File: src/rtl/shift_arbiter_seq_pkg.sv
// Shared definitions for the shift arbiter: FSM states, shift direction and
// the layout of the operation latched at accept time.
package shift_arbiter_seq_pkg;

  localparam int OP_DATA_W = 8;
  localparam int OP_CNT_W  = 4;

  localparam logic DIR_R = 1'b1;
  localparam logic DIR_L = 1'b0;

  typedef enum logic [1:0] {
    ST_IDLE  = 2'd0,
    ST_PASS1 = 2'd1,
    ST_PASS2 = 2'd2,
    ST_RESP  = 2'd3
  } state_t;

  typedef struct packed {
    logic                 id;
    logic                 rot;
    logic                 dir;
    logic [OP_CNT_W-1:0]  count;
    logic [OP_DATA_W-1:0] data;
  } op_t;

endpackage

File: src/rtl/shift_arbiter_seq_barrel.sv
// Combinational 8-bit barrel shifter: logical shift or rotate by 0..7,
// carry is the last bit moved across the word boundary, z flags a zero result.
module shift_arbiter_seq_barrel
  import shift_arbiter_seq_pkg::*;
(
  input  logic [7:0] data,
  input  logic [2:0] bitcount,
  input  logic       dir,
  input  logic       rot,
  output logic [7:0] out,
  output logic       c,
  output logic       z
);

  logic [2:0] wrap_amt;

  always_comb begin
    // 8 - bitcount modulo 8; only used when bitcount is non-zero
    wrap_amt = 3'd0 - bitcount;
    out      = data;
    c        = 1'b0;
    if (bitcount != 3'd0) begin
      if (dir == DIR_R) begin
        out = data >> bitcount;
        if (rot) out = out | (data << wrap_amt);
        c = data[bitcount - 3'd1];
      end else begin
        out = data << bitcount;
        if (rot) out = out | (data >> wrap_amt);
        c = data[wrap_amt];
      end
    end
    z = (out == 8'd0);
  end

endmodule

File: src/rtl/shift_arbiter_seq.sv
// Round-robin front end for one shared 8-bit barrel shifter; counts up to 15
// are served by running the shifter for one or two passes.
module shift_arbiter_seq
  import shift_arbiter_seq_pkg::*;
#(
  parameter int DATA_W   = OP_DATA_W,
  parameter int CNT_W    = OP_CNT_W,
  parameter bit RR_RESET = 1'b0
) (
  input  logic              clk,
  input  logic              rst_n,
  input  logic              req0_valid,
  output logic              req0_ready,
  input  logic [DATA_W-1:0] req0_data,
  input  logic [CNT_W-1:0]  req0_count,
  input  logic              req0_dir,
  input  logic              req0_rot,
  input  logic              req1_valid,
  output logic              req1_ready,
  input  logic [DATA_W-1:0] req1_data,
  input  logic [CNT_W-1:0]  req1_count,
  input  logic              req1_dir,
  input  logic              req1_rot,
  output logic              rsp_valid,
  input  logic              rsp_ready,
  output logic              rsp_id,
  output logic [DATA_W-1:0] rsp_data,
  output logic              rsp_c,
  output logic              rsp_z
);

  // Rotates wrap modulo 8; logical shifts saturate at 14 (anything >= 8 is zero).
  function automatic logic [OP_CNT_W-1:0] sat_count(input logic [OP_CNT_W-1:0] cnt,
                                                    input logic rot);
    if (rot) return {1'b0, cnt[2:0]};
    return (cnt > 4'd14) ? 4'd14 : cnt;
  endfunction

  state_t           state_q, state_d;
  logic             rr_ptr_q, rr_ptr_d;
  op_t              op_q, op_d;
  logic [7:0]       work_q, work_d;
  logic             rsp_valid_q, rsp_valid_d;
  logic             rsp_id_q, rsp_id_d;
  logic [7:0]       rsp_data_q, rsp_data_d;
  logic             rsp_c_q, rsp_c_d;
  logic             rsp_z_q, rsp_z_d;

  logic             gnt0, gnt1;
  logic [2:0]       p1, p2;
  logic [7:0]       sh_data, sh_out;
  logic [2:0]       sh_cnt;
  logic             sh_c, sh_z;

  assign gnt0 = req0_valid && (!req1_valid || !rr_ptr_q);
  assign gnt1 = req1_valid && (!req0_valid ||  rr_ptr_q);

  assign req0_ready = (state_q == ST_IDLE) && gnt0;
  assign req1_ready = (state_q == ST_IDLE) && gnt1;

  assign p1 = (op_q.count > 4'd7) ? 3'd7 : op_q.count[2:0];
  assign p2 = 3'(op_q.count - {1'b0, p1});

  assign sh_data = (state_q == ST_PASS2) ? work_q : op_q.data;
  assign sh_cnt  = (state_q == ST_PASS2) ? p2     : p1;

  shift_arbiter_seq_barrel u_barrel (
    .data     (sh_data),
    .bitcount (sh_cnt),
    .dir      (op_q.dir),
    .rot      (op_q.rot),
    .out      (sh_out),
    .c        (sh_c),
    .z        (sh_z)
  );

  always_comb begin
    state_d     = state_q;
    rr_ptr_d    = rr_ptr_q;
    op_d        = op_q;
    work_d      = work_q;
    rsp_valid_d = rsp_valid_q;
    rsp_id_d    = rsp_id_q;
    rsp_data_d  = rsp_data_q;
    rsp_c_d     = rsp_c_q;
    rsp_z_d     = rsp_z_q;
    case (state_q)
      ST_IDLE: begin
        if (gnt0 || gnt1) begin
          op_d.id    = gnt1;
          op_d.rot   = gnt1 ? req1_rot  : req0_rot;
          op_d.dir   = gnt1 ? req1_dir  : req0_dir;
          op_d.data  = gnt1 ? req1_data : req0_data;
          op_d.count = sat_count(gnt1 ? req1_count : req0_count, op_d.rot);
          rr_ptr_d   = ~gnt1;
          state_d    = ST_PASS1;
        end
      end
      ST_PASS1: begin
        work_d = sh_out;
        if (p2 != 3'd0) begin
          state_d = ST_PASS2;
        end else begin
          rsp_valid_d = 1'b1;
          rsp_id_d    = op_q.id;
          rsp_data_d  = sh_out;
          rsp_c_d     = sh_c;
          rsp_z_d     = sh_z;
          state_d     = ST_RESP;
        end
      end
      ST_PASS2: begin
        rsp_valid_d = 1'b1;
        rsp_id_d    = op_q.id;
        rsp_data_d  = sh_out;
        rsp_c_d     = sh_c;
        rsp_z_d     = sh_z;
        state_d     = ST_RESP;
      end
      ST_RESP: begin
        if (rsp_ready) begin
          rsp_valid_d = 1'b0;
          state_d     = ST_IDLE;
        end
      end
      default: state_d = ST_IDLE;
    endcase
  end

  always_ff @(posedge clk or negedge rst_n) begin
    if (!rst_n) begin
      state_q     <= ST_IDLE;
      rr_ptr_q    <= RR_RESET;
      rsp_valid_q <= 1'b0;
      rsp_id_q    <= 1'b0;
      rsp_data_q  <= 8'd0;
      rsp_c_q     <= 1'b0;
      rsp_z_q     <= 1'b0;
    end else begin
      state_q     <= state_d;
      rr_ptr_q    <= rr_ptr_d;
      rsp_valid_q <= rsp_valid_d;
      rsp_id_q    <= rsp_id_d;
      rsp_data_q  <= rsp_data_d;
      rsp_c_q     <= rsp_c_d;
      rsp_z_q     <= rsp_z_d;
    end
  end

  // Operand and intermediate result are only read under FSM control.
  always_ff @(posedge clk) begin
    op_q   <= op_d;
    work_q <= work_d;
  end

  assign rsp_valid = rsp_valid_q;
  assign rsp_id    = rsp_id_q;
  assign rsp_data  = rsp_data_q;
  assign rsp_c     = rsp_c_q;
  assign rsp_z     = rsp_z_q;

endmodule

File: config.mk
export PLATFORM = sky130hd
export DESIGN_NAME = shift_arbiter_seq
export DESIGN_NICKNAME = d
export VERILOG_FILES = /design/src/rtl/shift_arbiter_seq_pkg.sv /design/src/rtl/shift_arbiter_seq_barrel.sv /design/src/rtl/shift_arbiter_seq.sv
export SDC_FILE = /design/constraint.sdc
export NUM_CORES = 1
export LEC_CHECK = 0
export CELL_PAD_IN_SITES_DETAIL_PLACEMENT = 2
export CELL_PAD_IN_SITES_GLOBAL_PLACEMENT = 2
export CORE_UTILIZATION = 40
export DETAILED_ROUTE_END_ITERATION = 10
export DONT_BUFFER_PORTS = 1
export PLACE_DENSITY = 0.9
export SLEW_MARGIN = 20
export SYNTH_ARGS = -nofsm -noshare
export SYNTH_HDL_FRONTEND = slang
export SYNTH_HIERARCHICAL = 1
export SYNTH_SLANG_ARGS = --single-unit
export TNS_END_PERCENT = 100
File: constraint.sdc
create_clock -name clk -period 5.7 [get_ports clk]
set_input_delay 0.285 -clock clk [delete_from_list [all_inputs] [get_ports clk]]
set_output_delay 0.285 -clock clk [all_outputs]
set_load 0.1 [all_outputs]
======== Yosys cells after proc, flatten, opt, wreduce, memory -nomap -nowiden ========
Index checks and enable logic that the tools add are counted.
storage, ports and cells
  logic and storage cells ................. 91
  flip-flop bits (word level) ............. 38
  input bits .............................. 33
operators by class
  bitwise operators ....................... 3
  multiplexer cells ....................... 38
  $add $sub $neg .......................... 3
  equal/unequal tests ..................... 6
  shift operators ......................... 4
  $lt $le $gt $ge ......................... 4
  reductions and logical operators ........ 20
operators with widths
  cell                                                        count
  two-way mux 8 bit                                           7
  two-way mux 4 bit                                           4
  OR 8 bit                                                    2
  case mux 8 bit (2 select lines)                             1
  left shift 8 x 3 -> 8 bit                                   2
  >> shifter 8 x 3 -> 8 bit                                   2
  two-way mux 1 bit                                           15
  nonzero test 3 bit                                          3
  zero test 8 bit                                             1
  less-than comparator 3 x 4 -> 1 bit, second input constant  2
  case mux 2 bit (4 select lines)                             1
  binary-select mux 1 bit (select 3 bit)                      2
  two-way mux 3 bit                                           2
  case mux 1 bit (2 select lines)                             3
  AND reduction 2 bit                                         3
  == test 2 bit, second input constant                        2
  > comparator 4 x 3 -> 1 bit, second input constant          1
  > comparator 4 bit, second input constant                   1
  logical AND 1 bit                                           4
  two-way mux 2 bit                                           2
  inequality test 2 bit, second input constant                2
  zero test 1 bit                                             3
  logical OR 1 bit                                            3
  case mux 1 bit (3 select lines)                             1
  9 further kinds                                             9

======== Logic depth before layout (Yosys ltp) ========
  depth after elaboration ................. 13
  gate-level depth with buffers ........... 19
  mapped depth without buffers ............ 15

======== Hierarchy ========
The synthesis kept the hierarchy.
by module, submodules not included
  module                    times used  area an instance (um^2)  cells each
  shift_arbiter_seq         1           1845.5                   126
  shift_arbiter_seq_barrel  1           1268.7                   181

======== Worst setup path before layout ========
OpenSTA, ideal clock, no wires.
  path type ............................... register to register
  start ................................... register state_q[0]
  end ..................................... register rsp_z_q (netlist: rsp_z)
  cell stages (with the launch flop) ...... 20
  data arrival time ....................... 3.894 ns
  data required time ...................... 5.632 ns
  path slack .............................. 1.737 ns
  period minus slack after synthesis ...... 3.963 ns
  path buffers ............................ 6
  setup time .............................. 0.068 ns
  cells stage by stage .................... dfrtp_1 > inv_1 > ha_1 > buf_2 > o21ai_0 > buf_6 > buf_6 > buf_2 > inv_1 > ha_1 > ha_1 > buf_2 > clkbuf_1 > mux2i_1 > nand3_1 > nand3_1 > o31ai_1 > or4b_1 > nor4_2 > mux2_4
on the way
  longest elaborated chain between the ends .. 11
  elaborated cells between the ends (all ways) .. 22
  classes of those cells .................. add/sub: 1; eq/ne: 3; shift: 4; mux: 8; bitwise: 2; reduce/logical: 4
ends and longest elaborated chain
  item                                                                    RTL line                                                        text
  start: declaration                                                      shift_arbiter_seq.sv:39                                         state_t state_q, state_d;
  start signal: assignment                                                shift_arbiter_seq.sv:140                                        state_q <= state_d;
  == test 2 bit (*)                                                       shift_arbiter_seq.sv:65                                         assign sh_cnt = (state_q == ST_PASS2) ? p2 : p1;
  two-way mux 3 bit (*)                                                   shift_arbiter_seq.sv:65
  via sh_cnt[0]                                                           shift_arbiter_seq.sv:52                                         logic [2:0] sh_cnt;
  subtractor 1 x 3 -> 3 bit                                               shift_arbiter_seq_barrel.sv:19                                  wrap_amt = 3'd0 - bitcount;
  >> shifter 8 x 3 -> 8 bit or left shift 8 x 3 -> 8 bit (tied branches)  shift_arbiter_seq_barrel.sv:29, shift_arbiter_seq_barrel.sv:25
  OR 8 bit, on equally long branches                                      shift_arbiter_seq_barrel.sv:29, shift_arbiter_seq_barrel.sv:25
  two-way mux 8 bit, on equally long branches                             shift_arbiter_seq_barrel.sv:29, shift_arbiter_seq_barrel.sv:25
  two-way mux 8 bit                                                       shift_arbiter_seq_barrel.sv:23                                  if (dir == DIR_R) begin
  two-way mux 8 bit (*)                                                   shift_arbiter_seq_barrel.sv:22                                  if (bitcount != 3'd0) begin
  zero test 8 bit (*)                                                     shift_arbiter_seq_barrel.sv:33                                  z = (out == 8'd0);
  two-way mux 1 bit                                                       shift_arbiter_seq.sv:101                                        if (p2 != 3'd0) begin
  case mux 1 bit (2 select lines) (*)                                     shift_arbiter_seq.sv:87                                         case (state_q)
  via rsp_z_d                                                             shift_arbiter_seq.sv:47                                         logic rsp_z_q, rsp_z_d;
  end signal: assignment                                                  shift_arbiter_seq.sv:146                                        rsp_z_q <= rsp_z_d;
  end: declaration                                                        shift_arbiter_seq.sv:47
The timed path passes the listed nets; every way through them passes the cells marked *. The select of a mux whose other input is x is not followed.
A chain may end at the register's enable or synchronous reset.

======== Worst setup path in the final report ========
Ends and elaborated chain as after synthesis.

==> results by group <==
Placed design
  – Placer congestion estimate: around 0.89
  – Final HPWL DP: about 7900 um
  – I/O Buffers: 0

STA
  – Worst Max-Slew Pin Slew: 1.09 ns
  – Share of the clock period used by the worst path: 85.8%
  – Max-slew headroom: 27.4%
  – F_max: 205 MHz
  – Final hold violation count: 0
  – Setup Skew: between 0.008 and 0.009 ns
  – Minimum clock period: roughly 5 ns
  – Max-slew violation count: 0
  – Unrepaired setup endpoints after global routing: false
  – Setup TNS: 0 ns
  – # setup viols final: 0

Worst setup path
  – Sum of buffers and inverters on the critical path: 3
  – Crit end category: flop
  – Arrival @ worst endpoint: between 5 and 6 ns
  – Critical path launch point type: flop
  – Required time worst endpoint: 5.94 ns
  – Slowest stage delay, CP: 0.81 ns
  – Critical path type: flop to flop
  – Reg2Reg Depth: 14
  – CP delay by family, top: adder cells
  – Worst path cell trace: inv_1 > ha_1 > nor2_1 > a21oi_1 > a2bb2oi_1 > inv_1 > ha_1 > inv_1 > a41o_1 > a311oi_1 > a311oi_1 > or4b_1 > nor4_2 > mux2_4
  – CP max FO: 20
  – WP depth: 14
  – CP max stage cell: ha_1
  – Crit-path most repeated cell: inv_1

Clock tree
  – CTS clk-pin slew, worst paths: 0.08 ns
  – CTS Hold Bufs: 1
  – TritonCTS clock tree: yes
  – Clk Latency, worst-skew pair: around 0.3 ns
  – Post-cts sizing count: 0
  – Clock root buffer: clkbuf_8
  – Sink Count: 38
  – H-tree levels: 2
  – Post-CTS setup buffers: 0
  – CTS buffer count: 5
  – Clk buf depth: 2

Global route
  – Overflow after GRT: 0
  – GR Util All Layers: 27.9%
  – Largest net degree at the start of global routing: 34
  – Antenna violations before repair: 0
  – Number of global-route vias before repair: between 2,000 and 3,000
  – First-pass GRT wire length: 17,100 um

Synthesis
  – Synth warnings: 6
  – Async S/R FF share, synth: 39.5%
  – Net Count, Synth: 347
  – Distinct cell type count of the synthesized netlist: 65
  – Avg Inst Size Synth: 10.1 sq um
  – Number of synthesized register bits: 38
  – Sequential area share after synthesis: between 30 and 40%
  – Mapped Area: 3110 sq um
  – Synth Flop Type: edfxtp_1
  – Post-synth EDFFs: 23
  – Synth Instances: 307

Layout
  – Finished Core Util: 44.0%
  – Nets: 335
  – Share of cells above drive strength 1: 23.3%
  – Layout filler cell count: 773
  – Area growth syn-to-layout: 4.02%
  – Number of diodes: 0

Detailed routing
  – DR iter-0 viols: between 200 and 250
  – DRT Pass-1 Iters: 5
  – DRC violations left: 0
  – DRT Wirelength: 11,100 um
  – Post-route ant nets: 0
  – DR WL/cell: 28.1 um
  – Vias per cell: 6.50
  – Vias: 2,568

Outcome
  – Status: complete, no violations

Floorplanning
  – Die area: 8140 sq um
  – Ports: 47
  – Die Ht: 90.2 um
  – Starting density of the core: 42.3%
  – Core Area: 7370 sq um
  – # rows: 31
  – Die X: 90.2 um

Job
  – Max-cap violations: 0

Worst hold path
  – Hold Crit Class: primary input to flop
  – Worst Hold Depth: 1
[layout make-up]
| class | count | area (sq um) | share of cell area, % |
|---|---|---|---|
| clock buffer | 6 | 72.6 | 2.24 |
| clock inverter | 2 | 8.76 | 0.270 |
| inverter | 16 | 60.1 | 1.85 |
| multi-input combinational | 230 | 1880 | 57.9 |
| sequential | 38 | 1070 | 32.9 |
| tap | 99 | 124 | 3.82 |
| timing repair buffer | 4 | 32.5 | 1.00 |
[cell usage in the layout (no fill, tap or decap), types with 5 or more instances in the layout]
| cell | netlist | routed |
|---|---|---|
| mux2_2 | 28 | 28 |
| edfxtp_1 | 23 | 23 |
| nor2_1 | 22 | 20 |
| nand2_1 | 20 | 20 |
| mux2i_1 | 16 | 16 |
| inv_1 | 15 | 15 |
| dfrtp_1 | 15 | 15 |
| a21oi_1 | 13 | 13 |
| o21ai_0 | 12 | 11 |
| mux2_4 | 11 | 11 |
| nand2b_1 | 9 | 9 |
| nand3_1 | 7 | 7 |
| ha_1 | 7 | 7 |
| clkbuf_8 | 0 | 5 |
| nor2b_1 | 5 | 5 |
[layer usage]
layer	part of all wire (%)	vias up	wire length, um	global-route usage [%]
met3	5.4	18	594	3.89
met4	2.0	0	218	6.99
met2	51	102	5660	50.2
met5	0	-	0	0
li1	-	1122	-	-
met1	42	1326	4610	34.8
[per-stage QoR]
| step | cells | instance area [sq um] | hold WS, ns | setup WS, ns |
|---|---|---|---|---|
| floorplan | 307 | 3110 | -0.0106 | 1.74 |
| global placement | 386 | 3150 | -0.0102 | 1.48 |
| detailed placement | 386 | 3150 | -0.0102 | 1.08 |
| CTS | 395 | 3240 | 0.113 | 0.939 |
| global route | 395 | 3240 | 0.103 | 0.570 |
| finish | 395 | 3240 | 0.117 | 0.812 |
[flip-flops by register name, summed over array words and instances (netlist names)]
signal and cells:
op_q 15, state_q 2, rsp_z 1, rsp_c 1, rsp_data 8, rr_ptr_q 1, work_q 8, rsp_id 1
rsp_valid 1
[cells in the mapped netlist (7+ instances only)]
master	count	area share, %
mux2i_1	16	5.1
nand3_1	7	1.1
o21ai_0	12	1.9
a21oi_1	13	2.1
buf_2	8	1.3
edfxtp_1	23	22
nor2_1	22	2.7
mux2_4	11	5.3
mux2_2	28	10
ha_1	7	2.8
nand2b_1	9	1.8
inv_1	15	1.8
dfrtp_1	15	12
clkbuf_1	9	1.1
nand2_1	20	2.4
[path summary, 6_finish.rpt]
kind,startpoint,endpoint,slack [ns]
min,req1_valid,rr_ptr_q,0.12
max in group asynchronous,rst_n,rsp_data[2],4.71
min reg2reg,op_q[14],rsp_id,0.54
min in group asynchronous,rst_n,rsp_data[4],0.50
max reg2reg,state_q[0],rsp_z,0.81
max,state_q[0],rsp_z,0.81
[cell families after synthesis]
family | synth area share (%)
simple gates | 15.0
compound gates | 17.6
mux | 24.2
buf+inv | 6.23
flops | 34.2
fa+ha+maj | 2.81
Power is not shown: default switching activity piles up to over one toggle a cycle in this logic, so the estimate is an artifact.
